File: config.mk
export PLATFORM = sky130hd
export DESIGN_NAME = ex_alu_muldiv
export DESIGN_NICKNAME = d
export VERILOG_FILES = /design/src/rtl/ex_alu_muldiv.sv
export SDC_FILE = /design/constraint.sdc
export NUM_CORES = 1
export LEC_CHECK = 0
export ABC_AREA = 1
export BUFFER_PORTS_ARGS = -buffer_cell sky130_fd_sc_hd__buf_2
export CAP_MARGIN = 15
export CORE_MARGIN = 5
export CORE_UTILIZATION = 50
export CTS_CLUSTER_SIZE = 12
export DETAILED_ROUTE_END_ITERATION = 10
export GPL_ROUTABILITY_DRIVEN = 1
export PLACE_DENSITY = 0.68
export REMOVE_ABC_BUFFERS = 1
export SYNTH_ARGS = -nofsm -noshare
export SYNTH_HDL_FRONTEND = slang
export SYNTH_SLANG_ARGS = --single-unit
File: constraint.sdc
create_clock -name clk -period 6.7 [get_ports clk]
set_input_delay 0.67 -clock clk [delete_from_list [all_inputs] [get_ports clk]]
set_output_delay 0.67 -clock clk [all_outputs]
set_load 0.05 [all_outputs]
File: src/rtl/ex_alu_muldiv.sv
// Execute-stage ALU: single-cycle integer ops plus an iterative shift-add
// multiplier and restoring divider that share one set of working registers.
module ex_alu_muldiv #(
    parameter int XLEN = 32
) (
    input  logic            clk,
    input  logic            rst_n,
    input  logic            flush,
    input  logic            in_valid,
    output logic            in_ready,
    input  logic [XLEN-1:0] pc,
    input  logic [XLEN-1:0] bus_a,
    input  logic [XLEN-1:0] bus_b,
    input  logic [XLEN-1:0] imm,
    input  logic [3:0]      alu_ctr,
    input  logic            a_src,
    input  logic [1:0]      b_src,
    output logic            out_valid,
    input  logic            out_ready,
    output logic [XLEN-1:0] alu_out,
    output logic [XLEN-1:0] target,
    output logic            zero,
    output logic            busy
);
    localparam int CW = $clog2(XLEN + 1);

    localparam logic [3:0] OP_ADD  = 4'b0000;
    localparam logic [3:0] OP_SUB  = 4'b1000;
    localparam logic [3:0] OP_SLT  = 4'b0010;
    localparam logic [3:0] OP_SLTU = 4'b0011;
    localparam logic [3:0] OP_OR   = 4'b0110;
    localparam logic [3:0] OP_AND  = 4'b0111;
    localparam logic [3:0] OP_XOR  = 4'b0100;
    localparam logic [3:0] OP_PASS = 4'b1111;
    localparam logic [3:0] OP_MUL  = 4'b1001;
    localparam logic [3:0] OP_DIV  = 4'b1100;
    localparam logic [3:0] OP_DIVU = 4'b1101;
    localparam logic [3:0] OP_REM  = 4'b1110;
    localparam logic [3:0] OP_REMU = 4'b1011;

    typedef enum logic [1:0] {IDLE, MUL, DIV} state_t;
    state_t state, state_nxt;

    logic [XLEN-1:0] op_a, op_b, result, mag_a, mag_b;
    logic [XLEN-1:0] acc, shreg, opnd, dividend;
    logic [XLEN-1:0] acc_step, shreg_step, quot, rem, mc_result;
    logic [XLEN:0]   trial;
    logic [CW-1:0]   count;
    logic is_mul, is_div, div_signed, div_rem, a_neg, b_neg;
    logic accept, last, finish;
    logic want_rem, neg_q, neg_r, div_zero;

    assign is_mul     = (alu_ctr == OP_MUL);
    assign is_div     = (alu_ctr == OP_DIV) || (alu_ctr == OP_DIVU) ||
                        (alu_ctr == OP_REM) || (alu_ctr == OP_REMU);
    assign div_signed = (alu_ctr == OP_DIV) || (alu_ctr == OP_REM);
    assign div_rem    = (alu_ctr == OP_REM) || (alu_ctr == OP_REMU);
    assign accept     = in_valid && in_ready;
    assign last       = (count == CW'(XLEN - 1));
    assign finish     = busy && last && !flush;

    assign op_a  = a_src ? pc : bus_a;
    assign a_neg = div_signed && op_a[XLEN-1];
    assign b_neg = div_signed && op_b[XLEN-1];
    assign mag_a = a_neg ? -op_a : op_a;
    assign mag_b = b_neg ? -op_b : op_b;

    // NOTE: every output of a combinational block gets a default first, so no path can infer a latch.
    always_comb begin
        op_b = '0;
        case (b_src)
            2'b00:   op_b = bus_b;
            2'b01:   op_b = XLEN'(4);
            2'b10:   op_b = imm;
            default: op_b = '0;
        endcase
    end

    always_comb begin
        result = '0;
        case (alu_ctr)
            OP_ADD:  result = op_a + op_b;
            OP_SUB:  result = op_a - op_b;
            OP_SLT:  result = XLEN'($signed(op_a) < $signed(op_b));
            OP_SLTU: result = XLEN'(op_a < op_b);
            OP_OR:   result = op_a | op_b;
            OP_AND:  result = op_a & op_b;
            OP_XOR:  result = op_a ^ op_b;
            OP_PASS: result = op_b;
            default: result = '0;
        endcase
    end

    // One iteration step; the final step's value is written straight to alu_out.
    always_comb begin
        trial = {acc, shreg[XLEN-1]} - {1'b0, opnd};
        if (state == MUL) begin
            acc_step   = acc + (shreg[0] ? opnd : '0);
            shreg_step = shreg >> 1;
        end else begin
            acc_step   = trial[XLEN] ? {acc[XLEN-2:0], shreg[XLEN-1]} : trial[XLEN-1:0];
            shreg_step = {shreg[XLEN-2:0], ~trial[XLEN]};
        end
        quot = neg_q ? -shreg_step : shreg_step;
        rem  = neg_r ? -acc_step : acc_step;
        if (div_zero) begin
            quot = '1;
            rem  = dividend;
        end
        if (state == MUL) mc_result = acc_step;
        else              mc_result = want_rem ? rem : quot;
    end

    // NOTE: sequential state uses non-blocking assignments only, so every register samples pre-edge values.
    always_ff @(posedge clk or negedge rst_n) begin
        if (!rst_n) state <= IDLE;
        else        state <= state_nxt;
    end

    always_comb begin
        state_nxt = state;
        if (flush) begin
            state_nxt = IDLE;
        end else begin
            case (state)
                IDLE: begin
                    if (accept && is_mul)      state_nxt = MUL;
                    else if (accept && is_div) state_nxt = DIV;
                end
                MUL, DIV: if (last) state_nxt = IDLE;
                default:  state_nxt = IDLE;
            endcase
        end
    end

    always_comb begin
        busy     = (state != IDLE);
        in_ready = (state == IDLE) && (!out_valid || out_ready) && !flush;
    end

    // NOTE: the working registers are reset too, so nothing X can leak into a result after reset.
    always_ff @(posedge clk or negedge rst_n) begin
        if (!rst_n) begin
            out_valid <= 1'b0;
            alu_out   <= '0;
            target    <= '0;
            zero      <= 1'b1;
            count     <= '0;
            acc       <= '0;
            shreg     <= '0;
            opnd      <= '0;
            dividend  <= '0;
            div_zero  <= 1'b0;
            neg_q     <= 1'b0;
            neg_r     <= 1'b0;
            want_rem  <= 1'b0;
        end else begin
            if (accept) begin
                target   <= pc + imm;
                count    <= '0;
                acc      <= '0;
                shreg    <= is_mul ? op_b : mag_a;
                opnd     <= is_mul ? op_a : mag_b;
                dividend <= op_a;
                div_zero <= (op_b == '0);
                neg_q    <= a_neg ^ b_neg;
                neg_r    <= a_neg;
                want_rem <= div_rem;
                if (!is_mul && !is_div) begin
                    alu_out <= result;
                    zero    <= (result == '0);
                end
            end else if (busy) begin
                acc   <= acc_step;
                shreg <= shreg_step;
                count <= count + 1'b1;
                if (state == MUL) opnd <= opnd << 1;
                if (finish) begin
                    alu_out <= mc_result;
                    zero    <= (mc_result == '0);
                end
            end

            if (flush)
                out_valid <= 1'b0;
            else if ((accept && !is_mul && !is_div) || finish)
                out_valid <= 1'b1;
            else if (out_ready)
                out_valid <= 1'b0;
        end
    end

endmodule

Word-level counts from Yosys, hierarchy flattened

Index checks and enable logic that the tools add are counted.

$add $sub $neg: 10
Magnitude comparators: 2
Equal/unequal tests: 20
Muxes and demuxes: 42
Bitwise operators: 5
Reductions and logical operators: 38

Operators by type and width:

| cell                | count |
|---|---|
| $mux 32             | 26 |
| $pmux 32 s8         | 1 |
| $neg 32->32         | 4 |
| $add 32x32->32      | 3 |
| $logic_not 32->1    | 3 |
| $pmux 32 s3         | 1 |
| $lt 32x32->1        | 2 |
| $sub 33x32->33      | 1 |
| $and 32x32->32      | 1 |
| $or 32x32->32       | 1 |
| $sub 32x32->32      | 1 |
| $xor 32x32->32      | 1 |
| $eq 4x4->1 const B  | 7 |
| $eq 4x3->1 const B  | 3 |
| $logic_and 1x1->1   | 12 |
| $mux 6              | 2 |
| $eq 4x2->1 const B  | 2 |
| $mux 2              | 4 |
| $reduce_bool 2->1   | 4 |
| $logic_or 1x1->1    | 7 |
| $mux 1              | 7 |
| $add 6x1->6 const B | 1 |
| $eq 6x5->1 const B  | 1 |
| $eq 2x1->1 const B  | 2 |
| 14 further kinds    | 20 |

Bits in registers: 206
Input port bits: 140
Word-level logic and storage cells: 131

Depth between registers and ports, before layout

Depth in word-level cells: 12
Gate-level depth with buffers: 37

Least setup slack after synthesis

No wires, ideal clock.

Path kind: register to register
From: register shreg[31]
To: register zero
Library setup time: 0.068 ns
Arrival: 4.321 ns
Slack: 2.311 ns
Cell stages (with the launch flop): 34
Buffers on the path: 1
Clock period less this slack: 4.389 ns
Cells stage by stage: dfrtp_1 > inv_1 > ha_1 > inv_1 > fa_1 > nand2_1 > nand2_1 > nand3_1 > nand2_2 > nand2_2 > nand2_2 > nand2_4 > nand2_4 > nand2_4 > nand2_4 > buf_6 > a21boi_2 > ha_1 > nand3_1 > nor2_1 > nand2_1 > nor3_2 > nand4_1 > nor2_1 > inv_1 > o41ai_1 > o21ai_0 > o21ai_0 > nand2_1 > a21oi_1 > nand3_1 > nor2_1 > nand3_1 > a21oi_2

Longest elaborated chain between the ends: 12
Elaborated cells between the ends (all ways): 17
Those cells by class: add/sub (3); mux (12); bitwise (1); reduce/logical (1)

RTL lines:

| item                                  | RTL line | text |
|---|---|---|
| from (decl)                           | 45       | `logic [XLEN-1:0] acc, shreg, opnd, dividend;` |
| from (signal assigned)                | 162      | `shreg <= is_mul ? op_b : mag_a;` |
| from (signal assigned)                | 175      | `shreg <= shreg_step;` |
| $sub 33x32->33                        | 96       | `trial = {acc, shreg[XLEN-1]} - {1'b0, opnd};` |
| $mux 32 or $not 1->1 (tied branches)  | 101, 102 |  |
| $mux 32                               | 97       | `if (state == MUL) begin` |
| $neg 32->32, on equally long branches | 105, 104 |  |
| $mux 32, on equally long branches     | 105, 104 |  |
| $mux 32                               | 106      | `if (div_zero) begin` |
| $mux 32                               | 111      | `else mc_result = want_rem ? rem : quot;` |
| $mux 32 *                             | 110      | `if (state == MUL) mc_result = acc_step;` |
| $logic_not 32->1 *                    | 180      | `zero <= (mc_result == '0);` |
| $mux 1 *                              | 178      | `if (finish) begin` |
| $mux 1 *                              | 173      | `end else if (busy) begin` |
| $mux 1 *                              | 158      | `if (accept) begin` |
| to (signal assigned)                  | 171      | `zero <= (result == '0);` |
| to (signal assigned)                  | 180      |  |
| to (decl)                             | 22       | `output logic zero,` |

Every way passes the cells marked *; elsewhere a longest branch is shown, timed or not. The select of a mux whose other input is x is not followed.
A chain may end at the register's enable or synchronous reset.

Final worst setup path

Ends and elaborated chain as after synthesis.

==> flow_summary_export.csv <==
group,metric,value,unit
power_and_ir_drop,cellLeakagePower,14.7,nW
synthesis,synth_top_family_by_area,"simple AND/OR/NAND/NOR gates",
placement,portBuffers,207,
grt,grt_pass1_vias,28751,
synthesis,synth_compound_gate_area_share,22.6,%
cts,cts_buffer_depth,3,
cts,root_buffer,"clkbuf_16",
sta,period_share,86.9,%
cts,holdBufCountCts,0,
synthesis,synth_warnings,0,
synthesis,syn_inst,4336,
synthesis,synth_edf_count,0,
cts,h-tree-depth,1,
worst_setup_path,path_class,"reg -> reg",
cts,clock_latency,0.58,ns
drt,drt_iter0_markers,3548,
synthesis,yosysTopAreaCell,"dfrtp_1",
grt,grt.overflow.total,0,
cts,cts.clk_slew.worst_paths,0.06,ns
synthesis,ys_ff_latch,206,
placement,placed_cells,5097,
status,status,"finished clean",
cells_and_area,synthToLayoutAreaGrowth,9.47,%
sta,fmax,172,MHz
cts,cts-resized-gates,0,
synthesis,synth_top_area_share,19.7,%
drt,first_pass_iters,6,
synthesis,synth_simple_gate_area_share,33.5,%
worst_setup_path,arrival,6.33,ns
sta,period_minus_slack,5.82,ns
cts,cts_buffers,27,
sta,setup_violations,0,
worst_setup_path,end_kind,"register",
sta,tightest_slew,1.20,ns
cells_and_area,fin_nets,4789,
floorplan,start_util,50.6,%
cells_and_area,final_layout_size_suffix_gt1_share,9.74,%
grt,antenna_found_initial,0,
cells_and_area,postLayoutCoreUtil,55.4,%
sta,slew_violations,0,
power_and_ir_drop,p_per_area,431,mW/mm2
worst_setup_path,r2r_cells,32,
worst_setup_path,cp_slowest_cell,"fa_1",
synthesis,ys.flop_type,"dfrtp_1",
grt,grt-busiest-layer,"met2",
worst_setup_path,timing.rr.start,"shreg[31]$_DFFE_PN0P_",
sta,relSlewSlack,19.2,%
drt,drc,0,
sta,hold_viol_final,0,
synthesis,netlist_top_cells_area,"dfrtp_1 (20%), nand2_1 (16%), ha_1 (9.5%)",
worst_setup_path,slowest_delay,0.40,ns
floorplan,core,0.0515,mm2
cells_and_area,stdcell_count,5146,
sta,fin_skew,0.0162,ns
worst_setup_path,path_max_fanout,25,
synthesis,synthMuxAreaShare,0,%
grt,met3_usage,5.58,%
floorplan,dieArea,0.0568,mm2
sta,rsz0062_at_grt,"false",
min_path,hp-class,"in -> async",
sta,whs,0.115,ns
synthesis,yosys.area_share.adder,9.84,%
worst_setup_path,cp.required,7.20,ns
floorplan,rows,83,
power_and_ir_drop,vdd_drop_max,0.415,mV
drt,num_vias,30445,
cells_and_area,num_antenna_cells,0,
grt,grtUsageMet2,58.2,%
placement,hpwl,88800,um
placement,gp_congestion,1.04,
cts,cts.sinks,206,
synthesis,synth_cell_types,65,
synthesis,synth_async_sr_flop_share,100,%
job,cap_violations,0,
grt,grt_usage,37.3,%
grt,use_met1,51.4,%
synthesis,ys_seq_area_share,19.8,%
drt,routedWlPerCell,21.5,um
drt,routed_wl,111000,um
cts,post_cts_buffers,0,
drt,final_antenna_net_count,0,
floorplan,fp.dieW,238,um
grt,grt_max_degree,87,
synthesis,synth-xor-area-share,3.06,%
floorplan,ioPinCount,208,
floorplan,die_h,238,um
drt,vias_per_cell,5.92,
synthesis,avgSynthCellArea,6.01,um2
worst_setup_path,startpoint,"shreg[31]$_DFFE_PN0P_",
worst_setup_path,worst_setup_path_start_kind,"register",
synthesis,syn_area,0.0261,mm2
cts,cts_tree,"built",
grt,grt_pass1_wl,168000,um
## routing by layer
metal,vias up,wire length (um)
met4,0,5750
met3,251,10100
li1,14558,-
met1,14029,46700
met5,-,0
met2,1607,48200
## per-stage QoR
stage,cell area [um2],TNS (ns),total power [mW],setup slack (ns)
2_1_floorplan,25400,-461.09,8.07,-3.82
3_3_place_gp,27600,0,10.5,0.870
3_5_place_dp,27600,0,10.5,0.737
4_1_cts,28500,0,12.1,0.886
5_1_grt,28500,0,13.3,0.421
6_report,28500,0,12.3,0.877
## synth_stat cells, drive strengths merged, types with 37 or more instances
| library cell | instances |
|---|---|
| buf | 37 |
| nand3 | 286 |
| clkbuf | 130 |
| nand2 | 1131 |
| inv | 593 |
| a221oi | 42 |
| o22ai | 84 |
| o21ai | 418 |
| or2 | 55 |
| nor2 | 462 |
| xor2 | 67 |
| ha | 197 |
| a21oi | 301 |
| nor3 | 50 |
| dfrtp | 205 |
## report_power, final
part	internal [mW]	leakage, nW	total (mW)	switching (mW)
combinational	2.46	11.8	8.50	6.04
clock	0.881	0.440	1.50	0.623
sequential	1.83	2.53	2.28	0.454
total	5.17	14.7	12.3	7.11
## path summary, 6_finish.rpt
| check | slack, ns | endpoint |
|---|---|---|
| max in group asynchronous | 5.16 | dividend[26]$_DFFE_PN0P_ |
| worst max register to register | 0.88 | zero$_DFFE_PN1P_ |
| worst min-delay path | 0.11 | target[2]$_DFFE_PN0P_ |
| worst min register to register | 0.48 | alu_out[5]$_DFFE_PN0P_ |
| worst max-delay path | 0.88 | zero$_DFFE_PN1P_ |
| min in group clk | 0.29 | out_valid$_DFFE_PN0P_ |
## sequential cells by signal (all words and copies together) (netlist names)
register	cells
opnd	32
count	6
alu_out	32
dividend	32
want_rem	1
out_valid	1
shreg	32
neg_r	1
state	2
zero	1
acc	32
target	32
div_zero	1
neg_q	1
## critical path, delay by kind of cell (launching register included)
kind	cells	cell delay [ns]
and+or+nand+nor	20	2.78
buffers and inverters	3	0.44
adders and majority gates	3	0.88
AOI/OAI and AO/OA	6	1.27
DFF	1	0.38
## cell families after synthesis
kind of cell	Yosys count
and+or+nand+nor	2057
AOI/OAI and AO/OA	1014
buffers and inverters	766
DFF	206
adders and majority gates	202
xor gates and xnor gates	91
## placed cells by master, fill, tap and decap left out, types with 11 or more instances in the layout
master and n:
xnor2_1 24, a22oi_1 17, a21oi_1 296, o21ai_1 25, nor2_2 20, nand3_1 279, xor2_1 67, a21boi_0 11
buf_4 41, nor4_1 13, o31ai_1 11, nor3_1 43, ha_1 195, o21a_1 12, a221oi_1 42, clkbuf_16 27
nand3b_1 19, dfrtp_1 205, a32oi_1 28, buf_2 206, o21ai_0 390, or2_2 49, o22ai_1 84, inv_2 15
a21o_1 14, nand4_1 33, nand2_2 20, inv_1 578, nand2_1 1104, o221ai_1 23, nor2_1 439
## layout make-up
cell class | count | area (um2)
Tap cell | 680 | 851
Fill cell | 5464 | 23000
Inverter | 599 | 2250
Sequential cell | 206 | 5160
Clock buffer | 36 | 769
Clock inverter | 12 | 130
Timing Repair Buffer | 249 | 1360
Multi-Input combinational cell | 3364 | 18000
No activity file was read; power rests on OpenSTA's default activity.
